[src/rtl/addr_pkg.sv]
// addr_pkg: shared state encoding, load-source selects and default stride for the address sequencer
package addr_pkg;
  typedef enum logic {IDLE = 1'b0, BURST = 1'b1} state_t;
  localparam logic SRC_ALU = 1'b0;
  localparam logic SRC_PC = 1'b1;
  localparam int DEFAULT_STEP = 4;
endpackage

[src/rtl/address_incrementer.sv]
// address_incrementer: addr +/- STEP modulo 2^AW (ports: addr, dir 0=inc 1=dec, addr_next)
module address_incrementer #(
  parameter int AW = 32,
  parameter int STEP = 4
) (
  input  logic [AW-1:0] addr,
  input  logic          dir,
  output logic [AW-1:0] addr_next
);
  assign addr_next = dir ? addr - AW'(STEP) : addr + AW'(STEP);
endmodule

[src/rtl/address_sequencer.sv]
// address_sequencer: address register with load, strided bursts, memory handshake; ports clk, reset, src_sel, alu_bus, pc_bus, load, burst_start, burst_len, dir, pre, mem_ready, addr, addr_next, mem_req, busy, done, misalign (built only with ADDR_ALIGN_CHECK_EN)
module address_sequencer
  import addr_pkg::*;
#(
  parameter int AW = 32,
  parameter int CNT_W = 5,
  parameter int STEP = DEFAULT_STEP
) (
  input  logic             clk,
  input  logic             reset,
  input  logic             src_sel,
  input  logic [AW-1:0]    alu_bus,
  input  logic [AW-1:0]    pc_bus,
  input  logic             load,
  input  logic             burst_start,
  input  logic [CNT_W-1:0] burst_len,
  input  logic             dir,
  input  logic             pre,
  input  logic             mem_ready,
  output logic [AW-1:0]    addr,
  output logic [AW-1:0]    addr_next,
  output logic             mem_req,
  output logic             busy,
  output logic             done,
  output logic             misalign
);
  state_t state;
  logic [CNT_W-1:0] count;
  logic [AW-1:0] base, base_step, addr_d;
  logic start, ld, beat, last, upd;
  assign base = (src_sel == SRC_PC) ? pc_bus : alu_bus;
  address_incrementer #(.AW(AW), .STEP(STEP)) u_inc (.addr(addr), .dir(dir), .addr_next(addr_next));
  // pre-index steps the base before the first beat, so it needs its own adder
  address_incrementer #(.AW(AW), .STEP(STEP)) u_pre (.addr(base), .dir(dir), .addr_next(base_step));
  always_comb begin
    start = state == IDLE && burst_start && burst_len != '0;
    ld = state == IDLE && load && !burst_start;
    beat = state == BURST && mem_ready;
    last = beat && count == CNT_W'(1);
    upd = start || ld || beat;
    addr_d = start ? (pre ? base_step : base) : ld ? base : addr_next;
  end
  always_ff @(posedge clk) begin
    if (reset) begin
      state <= IDLE;
      addr <= '0;
      count <= '0;
      done <= 1'b0;
    end else begin
      if (upd) addr <= addr_d;
      if (start) count <= burst_len;
      else if (beat) count <= count - 1'b1;
      state <= start ? BURST : last ? IDLE : state;
      done <= last || (state == IDLE && burst_start && burst_len == '0);
    end
  end
  assign mem_req = state == BURST;
  assign busy = state == BURST;
`ifdef ADDR_ALIGN_CHECK_EN
  logic mis_q;
  always_ff @(posedge clk) begin
    if (reset) mis_q <= 1'b0;
    else if (upd) mis_q <= |addr_d[1:0];
  end
  assign misalign = mis_q;
`else
  assign misalign = 1'b0;
`endif
endmodule

[config.mk]
export PLATFORM = sky130hd
export DESIGN_NAME = address_sequencer
export DESIGN_NICKNAME = d
export VERILOG_FILES = /design/src/rtl/addr_pkg.sv /design/src/rtl/address_incrementer.sv /design/src/rtl/address_sequencer.sv
export SDC_FILE = /design/constraint.sdc
export NUM_CORES = 1
export LEC_CHECK = 0
export BUFFER_PORTS_ARGS = -buffer_cell sky130_fd_sc_hd__buf_2
export CORE_ASPECT_RATIO = 0.75
export CORE_UTILIZATION = 50
export DETAILED_ROUTE_END_ITERATION = 12
export GPL_ROUTABILITY_DRIVEN = 1
export PLACE_DENSITY = 0.78
export SETUP_SLACK_MARGIN = 0.02
export SLEW_MARGIN = 20
export SYNTH_ARGS = -nofsm -noshare
export SYNTH_HDL_FRONTEND = slang
export SYNTH_SLANG_ARGS = --single-unit
[constraint.sdc]
create_clock -name clk -period 3.6 [get_ports clk]
set_clock_uncertainty 0.15 [all_clocks]
set_input_delay 0.36 -clock clk [delete_from_list [all_inputs] [get_ports clk]]
set_output_delay 0.36 -clock clk [all_outputs]
set_load 0.01 [all_outputs]
**After elaboration in Yosys (flattened, before gate mapping)**

Cells that the tools add are included.

- Register bits: 39
- Bits of input ports: 77
- Output and inout bits: 68

- $add $sub $neg: 5
- Eq/ne operators: 1
- Mux-type cells: 10
- Bitwise logic cells: 1
- Reductions and logical operators: 15

Operators by type and width:

| operator | count |
|---|---|
| two-way mux 32 bit | 6 |
| adder 32 x 3 -> 32 bit (second input constant) | 2 |
| subtractor 32 x 3 -> 32 bit (second input constant) | 2 |
| two-way mux 5 bit | 2 |
| logical AND 1 bit | 7 |
| equality test 5 x 1 -> 1 bit (second input constant) | 1 |
| zero test 5 bit | 1 |
| nonzero test 5 bit | 1 |
| subtractor 5 x 1 -> 5 bit (second input constant) | 1 |
| nonzero test 2 bit | 2 |
| logical OR 1 bit | 3 |
| two-way mux 1 bit | 2 |
| zero test 1 bit | 1 |
| inverter 1 bit | 1 |

**Logic depth before layout (Yosys ltp)**

Gate-level depths: netlist of run 1.

- Depth in word-level cells: 5
- Depth in mapped cells: 14
- Depth with buffers taken out: 12

**By module**

A second synthesis of run 1 with hierarchy kept.

- Cells, all modules: 792
- Area total of the unflattened synthesis: 6093.3 µm²

By module, submodules not included:

| module | instances | cells an instance | area an instance (µm²) | sequential area each (µm²) |
|---|---|---|---|---|
| address_sequencer | 1 | 337 | 2782.7 | 780.7 |
| address_incrementer (u_pre) | 1 | 247 | 1766.7 | 0.0 |
| address_incrementer (u_inc) | 1 | 208 | 1544.0 | 0.0 |

**Least setup slack after synthesis of run 1**

OpenSTA, ideal clock, no wires.

- Path type: input to register
- Start point: in src_sel
- End point: reg addr[28]
- Setup time: 0.116 ns
- Arrival time: 3.332 ns
- Data required time: 3.334 ns
- Path slack: 0.002 ns
- Stages: 13
- Path through: buf_2 > clkbuf_1 > mux2_2 > fa_1 > a21oi_1 > o22ai_1 > o221ai_1 > o211ai_2 > a31oi_1 > a21oi_1 > nand2b_1 > mux2_2 > o211a_1

- Word-level cells in the longest chain between the ends: 5
- Elaborated cells on any way between the ends: 7

RTL lines:

| element | line | source |
|---|---|---|
| start, declared | address_sequencer.sv:11 | `input logic src_sel,` |
| two-way mux 32 bit (*) | address_sequencer.sv:31 | `assign base = (src_sel == SRC_PC) ? pc_bus : alu_bus;` |
| adder 32 x 3 -> 32 bit or subtractor 32 x 3 -> 32 bit (tied branches) | address_incrementer.sv:10 | `assign addr_next = dir ? addr - AW'(STEP) : addr + AW'(STEP);` |
| two-way mux 32 bit | address_incrementer.sv:10 |  |
| two-way mux 32 bit | address_sequencer.sv:41 | `addr_d = start ? (pre ? base_step : base) : ld ? base : addr_next;` |
| two-way mux 32 bit (*) | address_sequencer.sv:41 |  |
| end signal, assigned | address_sequencer.sv:50 | `if (upd) addr <= addr_d;` |
| end, declared | address_sequencer.sv:20 | `output logic [AW-1:0] addr,` |

Every way passes the cells marked *; elsewhere a longest branch is shown, timed or not.
A chain may end at the register's enable or synchronous reset.

**Worst setup path after layout of run 1**

- Start point: reg addr[4]
- End point: out addr_next[28]

- Word-level cells in the longest chain between the ends: 2
- Elaborated cells on any way between the ends: 3

RTL lines:

| element | line | source |
|---|---|---|
| adder 32 x 3 -> 32 bit or subtractor 32 x 3 -> 32 bit (tied branches) | address_incrementer.sv:10 |  |
| two-way mux 32 bit (*) | address_incrementer.sv:10 |  |
| end, declared | address_sequencer.sv:21 | `output logic [AW-1:0] addr_next,` |

Marks and branches as above.

==> flow_summary.toml, run 1 <==
[layout]
area_growth_pct = 26.4
seq_area_um2 = 781
final_layout_size_suffix_gt1_share_pct = 30.7
finalInstanceArea_mm2 = 0.00698
final_cell_count_no_fill = 1044
layout_commonest_cell = "buf_2"
fin_nets = 1044
antennaDiodeCount = 0
utilization_pct = 66.5
multi_input_area_mm2 = 0.00458
final_cell_mix = "buf_2 (142), a21oi_1 (77), nor2_1 (72)"
fillers = 868

[floorplan]
ios = 145
die_x_um = 123
core_mm2 = 0.0105
dieArea_mm2 = 0.0115
start_util_pct = 52.6
fp.dieH_um = 93.0
rows = 32

[route]
wl_per_cell_um = 19.5
ant_nets = 0
wl_mm = 20.3
drc_errors = 0
firstDrtPassIters = 7
vias = 6570
routed_via_density = 6.29
drtIter0Drc = 865

[timing]
rsz0062_at_grt = "yes"
tightest_slew_ps = 838
maxSlewHeadroom_pct = 44.0
holdWs_ps = 185
period_share_pct = 98.4
setup_tns_ps = 0
final_hold_viol_count = 0
max_freq_mhz = 282
fin_ws_ps = 58.7
drv_slew = 0
finalCriticalPeriod_ps = 3540
finalSetupViolCount = 0

[worst_setup_path]
critPathKind = "reg2out"
cp_max_fo = 3
r2r_slack_ps = 520
critPathCaptureType = "output port"
crit_arrival_ps = 3030
crit_required_ps = 3090
startpoint_type = "register"

[yosys]
ys_seq_area_share_pct = 14.1
synthFlopType = "dfxtp_1"
yosys.area.top_type = "dfxtp_1"
syn_avg_cell_area_um2 = 7.49
synthesis.area_mm2 = 0.00552
synth_nets = 874
ys_top_cells_by_area = "dfxtp_1 (14%), ha_1 (13%), a21oi_1 (7.3%)"
yosysWarnings = 0
synth_cells = 737
yosys_register_bits = 39
synth.top_cell.area_share_pct = 14.1
synth.distinct_cells = 80
async_flop_share_pct = 0
synth_edf_count = 0

[grt]
antenna_found_initial = 0
grt_use_total_pct = 35.2
grt_first_pass_wirelength_mm = 31.6
overflow = 0
grt_pass1_vias = 6007
grt_max_degree = 36

[place]
io_buffers = 143
gp_congestion = 0.997
hpwl_mm = 16.2
postPlaceCellArea_mm2 = 0.00669
dp.cells = 1034
dp_slack_ps = -83.4

[worst_hold_path]
hp-class = "in2reg"

[pwr]
max-vdd-ir-drop_uv = 256
leakage_nw = 3.30
total_power_mw = 2.99
p_per_area_mw_per_mm2 = 429

[clock_network]
cts_sinks = 39
cts_tree = "built"
cts_made_buffers = 5
path_clk_slew_ps = 60
clock_latency_ps = 280
cts-root-buf = "clkbuf_16"
htreeDepth = 2
cts_hold_buf = 0
cts_max_path_buffers = 2

[job]
drv_cap = 0

[outcome]
status = "finished, final reports clean"
[cell usage after synthesis (4+ instances only)]
cell,n
xnor2_1,37
xor2_1,20
nand4_1,6
o21ai_0,45
nand2_1,70
a211oi_1,11
buf_4,5
a221oi_1,6
clkbuf_1,26
a31oi_1,9
o221ai_1,7
o21a_1,4
a21o_1,22
mux2_2,27
o211ai_1,4
nor2_1,72
o21bai_1,6
a21oi_1,81
and2_1,5
mux2i_1,9
inv_1,19
or3_1,6
nand2b_1,8
a311oi_1,4
buf_2,8
a211oi_2,4
dfxtp_1,39
nor3_1,18
nand3_1,18
ha_1,58
[report_power, final]
group          internal, mW  switching [mW]  leakage (nW)  total [mW]
Clock                 0.345           0.181        0.0868       0.526
Sequential            0.494          0.0721         0.323       0.566
Combinational         0.797            1.10          2.89        1.90
[critical path: stages, from the launching register on]
cell and delay [ps]:
dfxtp_1 410, ha_1 300, a211oi_4 290, o21ai_2 120, a211oi_2 260, o311ai_2 160, and2_1 210, a221o_1 370
a21oi_2 220, o21bai_1 100, xor2_1 160, buf_2 160
[flip-flops by register name (all words and copies together), names as in the netlist]
| signal | flops |
|---|---|
| count | 5 |
| done | 1 |
| addr | 32 |
| busy | 1 |
[worst paths after layout]
check / start / endpoint / depth (start not counted)
worst max-delay path: addr[4] / addr_next[28] / 11
worst min-delay path: burst_len[3] / count[3] / 3
worst max register to register: addr[4] / addr[30] / 10
worst min register to register: addr[17] / addr[17] / 2
[final cells by class]
type | count | share of cell area, %
Clock buffer | 6 | 1.99
Clock inverter | 2 | 0.502
Inverter | 19 | 1.02
Multi-Input combinational cell | 636 | 65.6
Sequential cell | 39 | 11.2
Tap cell | 136 | 2.44
Timing Repair Buffer | 206 | 17.3
[what timing repair did]
action                     in CTS  in global routing
buffers inserted                0                  2
pin swaps                       1                  4
gates resized for setup         1                 22
setup endpoints to repair       1                 13
[routing by layer]
metal / vias to the layer above / global-route usage, % / share of wire [%]
li1: 3079 / - / -
met1: 3078 / 52.2 / 45
met2: 371 / 50.5 / 42
met3: 42 / 8.60 / 12
met4: 0 / 7.33 / 1.6
met5: - / 0 / 0
[kinds of logic (layout without fill, tap and decap cells)]
group	Yosys count	count (layout)	share of synthesized area, %
flip-flops	39	39	14.1
buffers and inverters	62	233	4.78
other	1	1	0.0679
AND/OR/NAND/NOR	223	223	18.6
AO/OA/AOI/OAI	257	257	31.8
adder cells (fa/ha/maj)	60	60	13.9
XOR/XNOR	58	58	9.33
multiplexers	37	37	7.41
(Power assumes the default switching activity.)
==> run 2: changes to the inputs <==
--- a/config.mk
+++ b/config.mk
@@ -5,10 +5,11 @@
 export SDC_FILE = /design/constraint.sdc
 export NUM_CORES = 1
 export LEC_CHECK = 0
-export BUFFER_PORTS_ARGS = -buffer_cell sky130_fd_sc_hd__buf_2
 export CORE_ASPECT_RATIO = 0.75
-export CORE_UTILIZATION = 50
+export CORE_UTILIZATION = 60
+export CTS_BUF_LIST = sky130_fd_sc_hd__clkbuf_8
 export DETAILED_ROUTE_END_ITERATION = 12
+export DONT_BUFFER_PORTS = 1
 export GPL_ROUTABILITY_DRIVEN = 1
 export PLACE_DENSITY = 0.78
 export SETUP_SLACK_MARGIN = 0.02
==> run 2 against run 1 <==
- critical path depth down 1
- non-clock buffer count down 189
- cell count decreased by 21%
- critical endpoint unchanged
- flip-flop and latch count did not move
==> flow_summary.toml, run 2 (same netlist as run 1, synthesis figures left out) <==
[outcome]
status = "finished, final reports clean"

[worst_setup_path]
crit_required_ps = 3090
critPathCaptureType = "output port"
cp_max_fo = 5
crit_arrival_ps = 3000
critPathKind = "reg2out"
startpoint_type = "register"

[route]
drc_errors = 0
firstDrtPassIters = 6
drtIter0Drc = 735
routed_via_density = 6.98
wl_per_cell_um = 21.5
wl_mm = 17.8
ant_nets = 0
vias = 5779

[place]
gp_congestion = 0.968
hpwl_mm = 13.9
io_buffers = 0

[floorplan]
rows = 29
die_x_um = 113
start_util_pct = 63.4
dieArea_mm2 = 0.00960
core_mm2 = 0.00871
ios = 145
fp.dieH_um = 85.1

[clock_network]
htreeDepth = 2
cts_tree = "built"
clock_latency_ps = 310
cts_sinks = 39
cts-root-buf = "clkbuf_8"
cts_made_buffers = 5
path_clk_slew_ps = 90
cts_max_path_buffers = 2

[grt]
overflow = 0
grt_use_total_pct = 36.5
antenna_found_initial = 1
grt_max_degree = 64
grt_pass1_vias = 5097
grt_first_pass_wirelength_mm = 27.5

[layout]
fillers = 752
final_cell_mix = "a21oi_1 (81), nor2_1 (72), nand2_1 (70)"
layout_commonest_cell = "a21oi_1"
top_regs = "addr: 32 flops, count: 5 flops"
regMostFlops = "addr"
fin_nets = 855
largest_register_ffs = 32
area_growth_pct = 4.46
final_layout_size_suffix_gt1_share_pct = 12.1

[timing]
maxSlewHeadroom_pct = 25.5
holdWs_ps = 28.3
setup_tns_ps = 0
finalSetupViolCount = 0
final_hold_viol_count = 0
period_share_pct = 97.4
max_freq_mhz = 285
drv_slew = 0
tightest_slew_ps = 1110
finalCriticalPeriod_ps = 3510
rsz0062_at_grt = "no"

[worst_hold_path]
hp-class = "in2reg"

[pwr]
max-vdd-ir-drop_uv = 200
leakage_nw = 2.45
p_per_area_mw_per_mm2 = 432

[job]
drv_cap = 0
## run 2: routing by layer
metal	part of all wire [%]	wire length, um	track usage [%]
met5	0	0	0
met3	13	2390	8.79
met1	44	7850	53.9
met4	1.2	215	7.03
met2	41	7370	53.6
## run 2: cell type report
cell class / instances / area, um^2 / share of cell area (%)
multi-input combinational: 636 / 4520 / 78.4
sequential: 39 / 790 / 13.7
tap: 108 / 135 / 2.34
timing repair buffer: 17 / 130 / 2.26
clock buffer: 6 / 82.6 / 1.43
inverter: 19 / 71.3 / 1.24
clock inverter: 2 / 35.0 / 0.607
antenna: 1 / 2.50 / 0.0434
## run 2: what timing repair did
action | CTS | global route
resized for setup | 4 | 14
setup endpoints to repair | 2 | 3
endpoints found under the hold margin | 25 | 0
pin swaps | 2 | 4
setup buffers | 1 | 2
hold buffers | 1 | 0
gates cloned | 0 | 0
## run 2: stage by stage
step           setup WS, ps  area [um^2]  total power, mW  util (%)  instances
5_1_grt                3.62         5770             2.62      66.2        827
3_5_place_dp            219         5560             2.00      63.9        815
2_1_floorplan          69.2         5520             1.69         -        737
4_1_cts                13.5         5710             2.41      65.6        825
6_report               93.5         5770             2.49      66.3        828
3_3_place_gp            234         5560             1.97      63.9        815
## run 2: worst max-delay path, cell delays in order, from the launching register on
cell	delay, ps
dfxtp_4	380
ha_2	320
a211oi_2	330
o21ai_2	120
a211oi_2	270
o311ai_2	150
and2_1	210
a221o_1	340
a21oi_2	210
o21bai_1	110
xor2_1	270
## run 2: where the power goes
part / switching [mW] / internal (mW) / total, mW
sequential: 0.104 / 0.495 / 0.599
clock: 0.175 / 0.225 / 0.399
combinational: 0.934 / 0.559 / 1.49
## run 2: path summary, 6_finish.rpt
check	startpoint	endpoint	slack [ps]	cells past startpoint
min reg2reg	count[1]	count[1]	340	2
max	addr[4]	addr_next[28]	90	10
max reg2reg	addr[4]	addr[30]	510	10
min	reset	addr[30]	30	1
